## config.mk

```make
export PLATFORM = sky130hd
export DESIGN_NAME = rv_alu_arbiter
export DESIGN_NICKNAME = d
export VERILOG_FILES = /design/src/rtl/rv_alu_arbiter.sv
export SDC_FILE = /design/constraint.sdc
export NUM_CORES = 1
export LEC_CHECK = 0
export ABC_AREA = 1
export CAP_MARGIN = 20
export CORE_AREA = 2 2 202 204
export CTS_BUF_LIST = sky130_fd_sc_hd__clkbuf_2
export CTS_CLUSTER_SIZE = 8
export DETAILED_ROUTE_END_ITERATION = 10
export DIE_AREA = 0 0 204 206
export SKIP_CTS_REPAIR_TIMING = 1
export SLEW_MARGIN = 20
export SYNTH_ARGS = -nofsm -noshare
export SYNTH_HDL_FRONTEND = slang
export SYNTH_SLANG_ARGS = --single-unit
```

## constraint.sdc

```tcl
create_clock -name clk -period 4.6 [get_ports clk]
set_input_delay 1.15 -clock clk [delete_from_list [all_inputs] [get_ports clk]]
set_output_delay 1.15 -clock clk [all_outputs]
set_load 0.01 [all_outputs]
```

## src/rtl/rv_alu_arbiter.sv

```systemverilog
// Round-robin arbiter sharing one RV32 ALU among NTHREADS threads, with issue and response stages.
// Define RV_ALU_ARB_STATS_EN to build the saturating stall counter on stat_stall_cnt.
module rv_alu_arbiter #(
  parameter int NTHREADS = 4,
  parameter int TID_W    = 2,
  parameter int XLEN     = 32
) (
  input  logic                     clk,
  input  logic                     rst,
  input  logic [NTHREADS-1:0]      req,
  input  logic [NTHREADS*7-1:0]    req_opcode,
  input  logic [NTHREADS*3-1:0]    req_funct3,
  input  logic [NTHREADS*7-1:0]    req_funct7,
  input  logic [NTHREADS*XLEN-1:0] req_op1,
  input  logic [NTHREADS*XLEN-1:0] req_op2,
  output logic [NTHREADS-1:0]      gnt,
  output logic [6:0]               alu_opcode,
  output logic [2:0]               alu_funct3,
  output logic [6:0]               alu_funct7,
  output logic [XLEN-1:0]          alu_op1,
  output logic [XLEN-1:0]          alu_op2,
  input  logic [XLEN-1:0]          alu_rez,
  output logic                     rsp_valid,
  output logic [TID_W-1:0]         rsp_tid,
  output logic [XLEN-1:0]          rsp_data,
  input  logic                     rsp_ready,
  output logic [31:0]              stat_stall_cnt
);

  logic [6:0]      opc_a [NTHREADS];
  logic [2:0]      f3_a  [NTHREADS];
  logic [6:0]      f7_a  [NTHREADS];
  logic [XLEN-1:0] op1_a [NTHREADS];
  logic [XLEN-1:0] op2_a [NTHREADS];

  for (genvar g = 0; g < NTHREADS; g++) begin : g_unpack
    assign opc_a[g] = req_opcode[7*g +: 7];
    assign f3_a[g]  = req_funct3[3*g +: 3];
    assign f7_a[g]  = req_funct7[7*g +: 7];
    assign op1_a[g] = req_op1[XLEN*g +: XLEN];
    assign op2_a[g] = req_op2[XLEN*g +: XLEN];
  end

  logic             stall;
  logic             found;
  logic [TID_W-1:0] winner;
  logic [TID_W-1:0] cand;
  logic [TID_W-1:0] rr_last;

  logic             iss_valid;
  logic [TID_W-1:0] iss_tid;
  logic [6:0]       iss_opcode;
  logic [2:0]       iss_funct3;
  logic [6:0]       iss_funct7;
  logic [XLEN-1:0]  iss_op1;
  logic [XLEN-1:0]  iss_op2;

  assign stall = rsp_valid & ~rsp_ready;

  // Search starts just after the last winner and wraps modulo NTHREADS.
  always_comb begin
    gnt    = '0;
    found  = 1'b0;
    winner = '0;
    cand   = '0;
    if (!rst && !stall) begin
      for (int i = 1; i <= NTHREADS; i++) begin
        cand = TID_W'((int'(rr_last) + i) % NTHREADS);
        if (!found && req[cand]) begin
          found  = 1'b1;
          winner = cand;
        end
      end
    end
    if (found) gnt[winner] = 1'b1;
  end

  always_ff @(posedge clk or posedge rst) begin
    if (rst) begin
      rr_last    <= TID_W'(NTHREADS - 1);
      iss_valid  <= 1'b0;
      iss_tid    <= '0;
      iss_opcode <= '0;
      iss_funct3 <= '0;
      iss_funct7 <= '0;
      iss_op1    <= '0;
      iss_op2    <= '0;
      rsp_valid  <= 1'b0;
      rsp_tid    <= '0;
      rsp_data   <= '0;
    end else if (!stall) begin
      rsp_valid <= iss_valid;
      rsp_tid   <= iss_tid;
      if (iss_valid) rsp_data <= alu_rez;
      iss_valid <= found;
      if (found) begin
        rr_last    <= winner;
        iss_tid    <= winner;
        iss_opcode <= opc_a[winner];
        iss_funct3 <= f3_a[winner];
        iss_funct7 <= f7_a[winner];
        iss_op1    <= op1_a[winner];
        iss_op2    <= op2_a[winner];
      end
    end
  end

  assign alu_opcode = iss_opcode;
  assign alu_funct3 = iss_funct3;
  assign alu_funct7 = iss_funct7;
  assign alu_op1    = iss_op1;
  assign alu_op2    = iss_op2;

`ifdef RV_ALU_ARB_STATS_EN
  logic [31:0] stall_cnt;

  always_ff @(posedge clk or posedge rst) begin
    if (rst) begin
      stall_cnt <= '0;
    end else if (stall && |req && stall_cnt != 32'hFFFF_FFFF) begin
      stall_cnt <= stall_cnt + 32'd1;
    end
  end

  assign stat_stall_cnt = stall_cnt;
`else
  assign stat_stall_cnt = 32'd0;
`endif

endmodule

```

Word-level counts from Yosys, hierarchy flattened. Index checks and enable logic that the tools add are counted.

Latch bits: 0. Bits in writable memories: 0. Logic and storage cells: 77. Output and inout port bits: 152. Memories: 0. Memory bits (read-only): 0. Flip-flop bits (word level): 121.

Shifts and indexed selects: 0. Mux-type cells: 39. Order comparisons: 7. Multipliers: 0. Equality and inequality tests: 0. Reductions and logical operators: 12. Add/sub/neg operators: 4. Div/mod/pow operators: 0. Bitwise operators: 4.

Operators by type and width (number): $bmux W32 S2 (2); $mux W32 (4); $bmux W7 S2 (2); $mux W7 (4); $lt A2 B3 Y1 const B (5); $mux W1 (13); $mux W2 (5); $bmux W1 S2 (4); $bmux W3 S2 (1); $mux W3 (2); $logic_and A1 B1 Y1 (5); $logic_not A1 Y1 (5); $add A2 B1 Y2 const B (2); $add A2 B2 Y2 const B (2); $mux W4 (1); $reduce_and A2 Y1 (2); $ge A3 B3 Y1 const B (1); $not A2 Y3 (1); $demux W1 S2 (1); $ge A2 B1 Y1 const B (1); $not A1 Y1 (2); $and A1 B1 Y1 (1).

Longest topological paths before layout. Gate-level depths: netlist (run 1).

Word-level depth: 22. Depth in mapped cells: 18. Gate-level depth less buffers: 15.

Worst setup path after synthesis (run 1). Ideal clock, no wire load.

Kind: input to output. Start point: in req[2]. End point: out gnt[0]. Stages: 12. Arrival: 2443 ps. Buffers on the path: 2. Setup slack: 1007 ps. Data required time: 3450 ps. Cells stage by stage: nand2_1 nand2_2 nand2_2 nand2_2 nor2_1 nor2_2 nand2_4 nand3_2 buf_4 buf_4 inv_2 nor3_1.

Longest elaborated chain between the ends: 21. Elaborated cells on any way between the ends: 33.

Ends and longest elaborated chain: from (decl) (line 10) `input logic [NTHREADS-1:0] req,`; $bmux W1 S2 (line 69) `if (!found && req[cand]) begin`; $mux W1 (implied by the code) (line 69); $mux W1 (line 69); $mux W1 (line 66) `if (!rst && !stall) begin`; $logic_not A1 Y1 (line 69); $logic_and A1 B1 Y1 (line 69); $mux W1 (line 69); $mux W1 (line 66); [5 not listed]; $logic_and A1 B1 Y1 (line 69); $mux W2 (line 69); $mux W2 (line 66); $lt A2 B3 Y1 (implied by the code) / $ge A2 B1 Y1 (equally long branches) (line 75) `if (found) gnt[winner] = 1'b1;`; $logic_and A1 B1 Y1 (implied by the code) (line 75); $mux W1 (implied by the code) (line 75); $demux W1 S2 (line 75); $mux W4 * (line 75); to (decl) (line 16) `output logic [NTHREADS-1:0] gnt,`.

Every way passes the cells marked *; elsewhere a longest branch is shown, timed or not. The select of a mux whose other input is x is not followed.

Worst setup path after layout (run 1).
Start point: in req[3]. End point: out gnt[3].

Same word-level chain as after synthesis.

==> results.json, run 1 <==
{
  "status": "completed",
  "hpwl_mm": 26.0,
  "grt_max_degree": 163,
  "vias_per_cell": 4.46,
  "finalPower_uw": 8550,
  "cts_tree": "done",
  "powerDensity_nw_per_um2": 613,
  "slowest_stage": "clkdlybuf4s50_1",
  "ant_nets": 0,
  "yosysSeqAreaShare": 0.352,
  "max_slew_margin": 0.328,
  "num_vias": 10300,
  "grt_util_all_layers": 0.170,
  "critPathMaxFanout": 6,
  "grt_pass1_wl_mm": 55.8,
  "clk_pin_slew_ns": 0.20,
  "slew_violations": 0,
  "leakagePower_uw": 0.00690,
  "grt_setup_unrepaired": "no",
  "arrival_ns": 3.22,
  "setup_tns_ns": 0,
  "yosysWarnings": 0,
  "clock_latency_ns": 0.77,
  "fmax_mhz": 229,
  "clockRootBuffer": "clkbuf_2",
  "final_cells": 2308,
  "cp_slowest_stage_delay_ns": 0.55,
  "r2r.worst_path.cells": 16,
  "rows": 74,
  "synth_area_leaders": "nand2_1 (37%), dfrtp_1 (35%), nand4_1 (12%)",
  "required_ns": 3.45,
  "drive_above_1_share": 0.0581,
  "mostFrequentLayoutCells": "nand2_1 (846), clkdlybuf4s50_1 (480), nand4_1 (163)",
  "path_cells": "clkdlybuf4s50_1 -> inv_1 -> nand2_1 -> nand2_1 -> o21ai_0 -> nand3_2 -> nand4_1 -> nand2_4 -> nor2_1 -> clkdlybuf4s50_1",
  "worst-slew-pin-transition_ns": 1.01,
  "synth_top_area_share": 0.370,
  "fin_crit_ns": 4.37,
  "antenna_found_initial": 2,
  "layout_commonest_cell": "nand2_1",
  "wire_per_inst_um": 15.9,
  "setup_violations": 0,
  "rr_endpoint": "alu_op2[19]",
  "gp_congestion": 0.918,
  "start_kind": "input port",
  "first_pass_iters": 5,
  "ys_types": 25,
  "max_cap_violations": 0,
  "clock_sinks": 121,
  "reg2reg_slack_ns": 1.59,
  "area_growth_pct": 62.2,
  "ys_ff_latch": 121,
  "die_x_um": 204,
  "period_share": 0.950,
  "drc": 0,
  "cp-startpoint": "req[3]",
  "cts_made_buffers": 17,
  "htreeDepth": 4,
  "dieArea_sq_um": 42000,
  "dp_cells": 2272,
  "drtIter0Drc": 504,
  "yosys.area.top_type": "nand2_1",
  "core-area_sq_um": 40200,
  "overflow": 0,
  "cp-end-kind": "output port",
  "initial_utilization": 0.214,
  "crit_type": "in2out",
  "finalHoldViolCount": 0,
  "endpoint": "gnt[3]",
  "io_pins": 515,
  "wirelength_mm": 36.7,
  "skew_ns": 0.0420,
  "ir_worst_vdd_mv": 0.770,
  "netlist_area_sq_um": 8600,
  "grt_pass1_vias": 10200,
  "syn_avg_cell_area_sq_um": 6.36,
  "die_h_um": 206,
  "synthCells": 1352,
  "io_buffers": 482,
  "ctsLongestPathBuffers": 2,
  "r2r_start": "rr_last[0]",
  "fin_nets": 2124,
  "fill_cells": 4317,
  "hp-class": "reg2reg",
  "holdWs_ns": 0.508
}
==> critical path, delay by kind of cell <==
family	cells	cell delay, ns
AO/OA/AOI/OAI	1	0.25
buffers and inverters	3	1.07
AND/OR/NAND/NOR	6	0.75
==> how the worst min path moves through the flow <==
stage	cells past startpoint	startpoint	end	slack [ns]
2_1_floorplan	2	iss_tid[1]	rsp_tid[1]	0.44
3_3_place_gp	2	alu_opcode[6]	alu_opcode[6]	0.46
3_5_place_dp	2	alu_op1[3]	alu_op1[3]	0.46
4_1_cts	2	alu_op2[2]	alu_op2[2]	0.51
5_1_grt	2	alu_op1[1]	alu_op1[1]	0.53
6_report	2	alu_op2[2]	alu_op2[2]	0.51
==> report_power, final <==
part,total [uW],switching [uW],internal (uW),leakage (uW)
logic,5890,3590,2300,0.00526
clock network,788,514,274,0.000153
registers,1870,288,1580,0.00148
total,8550,4400,4160,0.00690
==> cells in the mapped netlist, drive strengths merged <==
cell type,instances
nand3,7
nor2,7
dfstp,2
buf,90
nand4,163
a21oi,1
o21ai,7
nand2,853
dfrtp,119
or2,1
mux2,32
nor3,1
clkbuf,51
conb,1
inv,17
==> kinds of logic after synthesis <==
| family | share of synthesized area |
|---|---|
| other | 0.000436 |
| buffers and inverters | 0.0960 |
| AOI/OAI and AO/OA | 0.00509 |
| DFF | 0.352 |
| muxes | 0.0419 |
| and+or+nand+nor | 0.504 |
==> layer usage <==
| metal | vias to the layer above | GRT usage | routed length [um] |
|---|---|---|---|
| met5 | - | 0 | 0 |
| met4 | 0 | 0.0748 | 1240 |
| met3 | 56 | 0.0465 | 2910 |
| met2 | 428 | 0.300 | 17800 |
| met1 | 4705 | 0.193 | 14800 |
| li1 | 5094 | - | - |
==> metrics by stage <==
| step | util | instance area, sq um | setup WS [ns] |
|---|---|---|---|
| 2_1_floorplan | - | 8720 | 0.239 |
| 3_3_place_gp | 0.340 | 13700 | 0.185 |
| 3_5_place_dp | 0.340 | 13700 | 0.120 |
| 4_1_cts | 0.347 | 13900 | 0.0651 |
| 5_1_grt | 0.347 | 14000 | 0.0467 |
| 6_report | 0.347 | 14000 | 0.231 |
==> area by class of cell <==
type	count	area, sq um	area share
clock inverters	15	179	0.0128
flip-flops and latches	121	3030	0.217
diodes	2	5.00	0.000359
inverters	17	76.3	0.00547
multi-input cells	1104	4910	0.352
well taps	532	666	0.0477
clock buffers	17	85.1	0.00610
repair buffers	500	5000	0.359
==> state kept, by name, summed over array words and instances, names as in the netlist, 3 cells and up <==
register	flops
alu_op2	32
alu_funct3	3
alu_funct7	7
alu_opcode	7
rsp_data	32
alu_op1	32
No activity file was read; power rests on OpenSTA's default activity.
==> run 2: changes to the inputs <==
Settings changed: SKIP_LAST_GASP set to 1.
==> results of run 2 <==
No change in the layout: final DEF, timing and power equal those of run 1.
==> run 3: changes to the inputs <==
Settings changed: CAP_MARGIN 20 to unset, SLEW_MARGIN 20 to unset.
==> results of run 3 <==
No change in the layout: final DEF, timing and power equal those of run 1.
==> edit 1 (flow settings as in run 3) <==
Set the parameter `NTHREADS` to 2 (it was 4).
--- a/src/rtl/rv_alu_arbiter.sv
+++ b/src/rtl/rv_alu_arbiter.sv
@@ -3,3 +3,3 @@
 module rv_alu_arbiter #(
-  parameter int NTHREADS = 4,
+  parameter int NTHREADS = 2,
   parameter int TID_W    = 2,
Interface: changed (7 resized); port bits go from 515 to 349. No check against the original RTL was run, so the function may have changed too.
==> edit 1 against run 3 <==
Sequential cell count decreased by 3; clock power is essentially flat; cell area down 33%; sequential share of layout area increased by 10 points; count of clock-buffer cells in the layout up 2; synthesized area is 36% lower; worst setup slack improved by 0.51 ns; total power is 59% lower; wire length shrank 40%; critical path type unchanged; critical endpoint is now gnt[1]; largest cell class unchanged.
==> edit 1: results (changes against run 3) <==
Worst hold path
  – Hold endpoint: rsp_data[27]
  – Hold Path Depth: 2 (unchanged)
  – Hold Crit Class: flip-flop to flip-flop
  – Hold path startpoint: rsp_data[27]

Worst setup path
  – FF-to-FF path depth: 5 (-11)
  – Worst setup path end: gnt[1]
  – Crit path from: rst
  – Worst Path Arrival: 2.71 ns (-0.51 ns)
  – Reg2Reg Setup Slack: 2.48 ns (+0.89 ns)
  – Worst path max stage delay: 0.60 ns (+0.05 ns)
  – Reg2Reg Launch Point: rsp_valid
  – Critical path's slowest cell: clkdlybuf4s50_1
  – RR Endpoint: rsp_data[29]
  – Worst Path Max Fanout: 4 (-2)
  – Cell family with most CP delay: buffers and inverters

Routing
  – Vias per inst: 3.83 (-14%)
  – DRC viols: 0 (unchanged)
  – DR iter-0 viols: 348 (-31%)
  – Wire per inst: 14.8 microns (-6.8%)
  – DR pass1 iterations: 5 (unchanged)

Yosys
  – Post-synth top flop: dfrtp_1
  – Sequential area share after synthesis: 53.8% (+19 points)
  – Post-synth top cells: 235 x nand2_1, 117 x dfrtp_1, 113 x nand3_1, 81 x nand4_1, 42 x buf_4
  – Async SR Flop Fraction: 100% (unchanged)
  – Synth top area cells: dfrtp_1 53%, nand2_1 16%, nand3_1 10%
  – YS warnings: 0 (unchanged)
  – Synth cell types: 20 (-20%)

Pwr
  – Peak VDD IR: 0.120 mV (-84%)
  – Static leakage: 3.99 nW (-42%)
  – Sw power: 1.17 mW (-73%)

Global routing
  – Initial antenna violation count: 1 (-1)
  – Total global-route track usage: 10.1% (-6.9 points)
  – M3 GR Usage: 3.82% (-0.84 points)
  – Vias in the first global route: 5593 (-45%)
  – Largest net degree at the start of global routing: 119 (-27%)
  – First-pass GRT wire length: 32300 microns (-42%)
  – M2 GR Usage: 16.2% (-14 points)
  – Grt met1 use: 12.6% (-6.7 points)

Clock tree
  – Root Buffer: clkbuf_2
  – Skew-Pair Late Insertion Delay: 0.74 ns (-0.03 ns)
  – Number of H-tree levels: 4 (unchanged)
  – CTS buffer count: 17 (unchanged)
  – Reg clk slew, reported paths: 0.18 ns (-0.02 ns)
  – Clk buf depth: 2 (unchanged)

Placement
  – Hpwl dp: 14800 microns (-43%)
  – Final GP Congestion: 0.727 (-21%)
  – IO buf count: 315 (-35%)
  – Placed inst area: 9050 sq um (-34%)

Timing
  – Clk_skew: 0.0214 ns (-0.0205 ns)
  – Hold Violations, Final: 0 (unchanged)
  – Worst hold slack: 0.494 ns (-0.0135 ns)
  – Slew headroom: 24.5% (-8.3 points)

Final layout
  – Fin nets: 1135 (-47%)
  – Fillers: 4423 (+2.5%)
  – Layout cells sized above 1: 5.06% (-0.75 points)

Run status
  – Status: completed
[edit 1: metal layers]
layer	wire (microns)	part of all wire, %
met2	10200	47
met5	0	0
met4	305	1.4
met3	1820	8.3
met1	9620	44
[edit 1: layout make-up]
| type | count | area [sq um] | share of cell area, % |
|---|---|---|---|
| Inverter | 4 | 18.8 | 0.202 |
| Sequential cell | 118 | 2950 | 31.7 |
| Clock inverter | 13 | 163 | 1.75 |
| Timing Repair Buffer | 325 | 3240 | 34.8 |
| Multi-Input combinational cell | 470 | 2170 | 23.3 |
| Antenna cell | 1 | 2.50 | 0.0269 |
| Clock buffer | 19 | 95.1 | 1.02 |
| Tap cell | 532 | 666 | 7.15 |
[edit 1: through the flow]
step	cells	setup WS (ns)	util, %	power, mW
6_report	1482	0.737	23.2	3.51
4_1_cts	1481	0.710	23.2	3.59
5_1_grt	1482	0.675	23.2	3.74
2_1_floorplan	678	0.0171	-	1.95
3_5_place_dp	1449	0.716	22.5	2.76
3_3_place_gp	1449	0.699	22.5	2.75
[edit 1: cell families (layout without fill, tap and decap cells)]
group | count (synthesis) | after routing | share of synthesized area [%]
compound gates | 2 | 2 | 0.387
buf+inv | 90 | 361 | 9.41
flops | 118 | 118 | 53.8
mux | 1 | 1 | 0.205
other cells | 1 | 34 | 0.0683
simple gates | 434 | 434 | 36.1
[edit 1: tightest hold or removal path, cell delays in order, from the launching register on]
cell and delay, ns:
dfrtp_1 0.38, nand2_1 0.05, nand2_1 0.04
[edit 1: power by group through the flow]
stage	Combinational (mW)	Clock (mW)	Sequential (mW)
floorplan	0.399	0	1.55
global placement	1.31	0	1.44
detailed placement	1.32	0	1.44
CTS	1.32	0.839	1.43
global route	1.41	0.874	1.46
finish	1.30	0.787	1.42
==> edit 2 (flow settings as in run 3) <==
Made on the original files. Build with the macro `RV_ALU_ARB_STATS_EN` defined.
--- a/src/rtl/rv_alu_arbiter.sv
+++ b/src/rtl/rv_alu_arbiter.sv
@@ -2,2 +2,4 @@
 // Define RV_ALU_ARB_STATS_EN to build the saturating stall counter on stat_stall_cnt.
+`define RV_ALU_ARB_STATS_EN
+
 module rv_alu_arbiter #(
Check against the original RTL: not equivalent (Yosys sat finds a counterexample within 4 cycles, from zero or initial values and one cycle with rst high).
==> edit 2 against run 3 <==
Worst setup slack lost 0.029 ns; wire length grew 18%; cell area grew 15%; non-clock buffer count grew 35; synthesized cell count grew 16%; synthesized area grew 19%; first-iteration DRC count grew 24%; clock skew shrank 0.016 ns; total power shrank 2.9%; clock power grew 3.8%; sequential cell count grew 32; sequential power grew 16%; final cell count grew 11%; sequential share of layout area grew 2.3 points; largest power group unchanged.
==> edit 2: results (changes against run 3) <==
Worst hold path
  – Hold endpoint: alu_op1[2]
  – Hold path startpoint: alu_op1[2]

Worst setup path
  – Reg2Reg Setup Slack: 1.62 ns (+0.03 ns)
  – RR Endpoint: alu_op1[17]

Yosys
  – Synthesized flop and latch total: 153 (+26%)
  – Synth Area in Adders: 0.122% (+0.12 points)
  – Synth cell types: 29 (+16%)
  – Synth top area cells: dfrtp_1 37%, nand2_1 34%, nand4_1 11%
  – Xor and xnor area share after synthesis: 2.56% (+2.6 points)
  – Sequential area share after synthesis: 37.4% (+2.2 points)
  – Post-synth top cells: 931 x nand2_1, 174 x nand4_1, 151 x dfrtp_1, 54 x clkbuf_1, 38 x nor2_1

Placement
  – Final GP Congestion: 0.937 (+2.0%)
  – IO buf count: 514 (+6.6%)
  – Worst slack at placement: 0.101 ns (-0.0193 ns)
  – Cells after DPL: 2515 (+11%)

Final layout
  – Fin nets: 2369 (+12%)
  – Sequential portion of the cell area: 24.0% (+2.3 points)
  – Multi-input gates: 1262 (+14%)
  – Fraction of area in clock buffers and inverters: 1.53% (-0.36 points)
  – Non-CTS buffers: 535 (+7.0%)
  – Layout cells sized above 1: 5.45% (-0.36 points)
  – Ant. Diodes: 3 (+1)
  – Multi-input combinational area share: 35.9% (+0.74 points)
  – Inverters, non-clock: 36 (+19)
  – Area taken by multi-input logic gates: 5740 sq um (+17%)

Routing
  – Vias per inst: 4.65 (+4.5%)
  – Met3 routed WL: 3620 microns (+24%)
  – DR iter-0 viols: 625 (+24%)

Clock tree
  – Skew-Pair Late Insertion Delay: 0.82 ns (+0.05 ns)

Global routing
  – M2 GR Usage: 33.0% (+3.0 points)
  – Initial antenna violation count: 6 (+4)
  – M3 GR Usage: 6.26% (+1.6 points)

Pwr
  – Sw power: 4.12 mW (-6.2%)

Timing
  – Clk_skew: 0.0263 ns (-0.0157 ns)

Run status
  – Status: completed
==> edit 2: cell count changes in the layout (fill, tap and decap cells not counted), sizes merged, moves of 10 or more <==
cell and change:
nor2 +33, xor2 +18, dfrtp +32, nor3 +10, nand4 +11, clkdlybuf4s50 +33
nand3 +11, nand2 +85, xnor2 +12, inv +16, conb -32
==> edit 2: power by group through the flow <==
stage                     Combinational, mW  Sequential (mW)  Clock, mW
final                                  5.33             2.16      0.818
after floorplan                        2.92             2.37          0
after detailed placement               5.35             2.19          0
after global routing                   5.86             2.23      0.924
after CTS                              5.37             2.17      0.871
after global placement                 5.33             2.18          0
==> edit 2: worst max path at each step <==
stage               startpoint     end  slack, ns  cells after the start
global route            req[3]  gnt[3]       0.03                     11
detailed placement      req[3]  gnt[3]       0.10                     11
floorplan               req[3]  gnt[0]       1.00                     13
global placement        req[3]  gnt[3]       0.11                     12
finish                  req[3]  gnt[3]       0.20                     11
CTS                 rr_last[0]  gnt[3]       0.02                     11
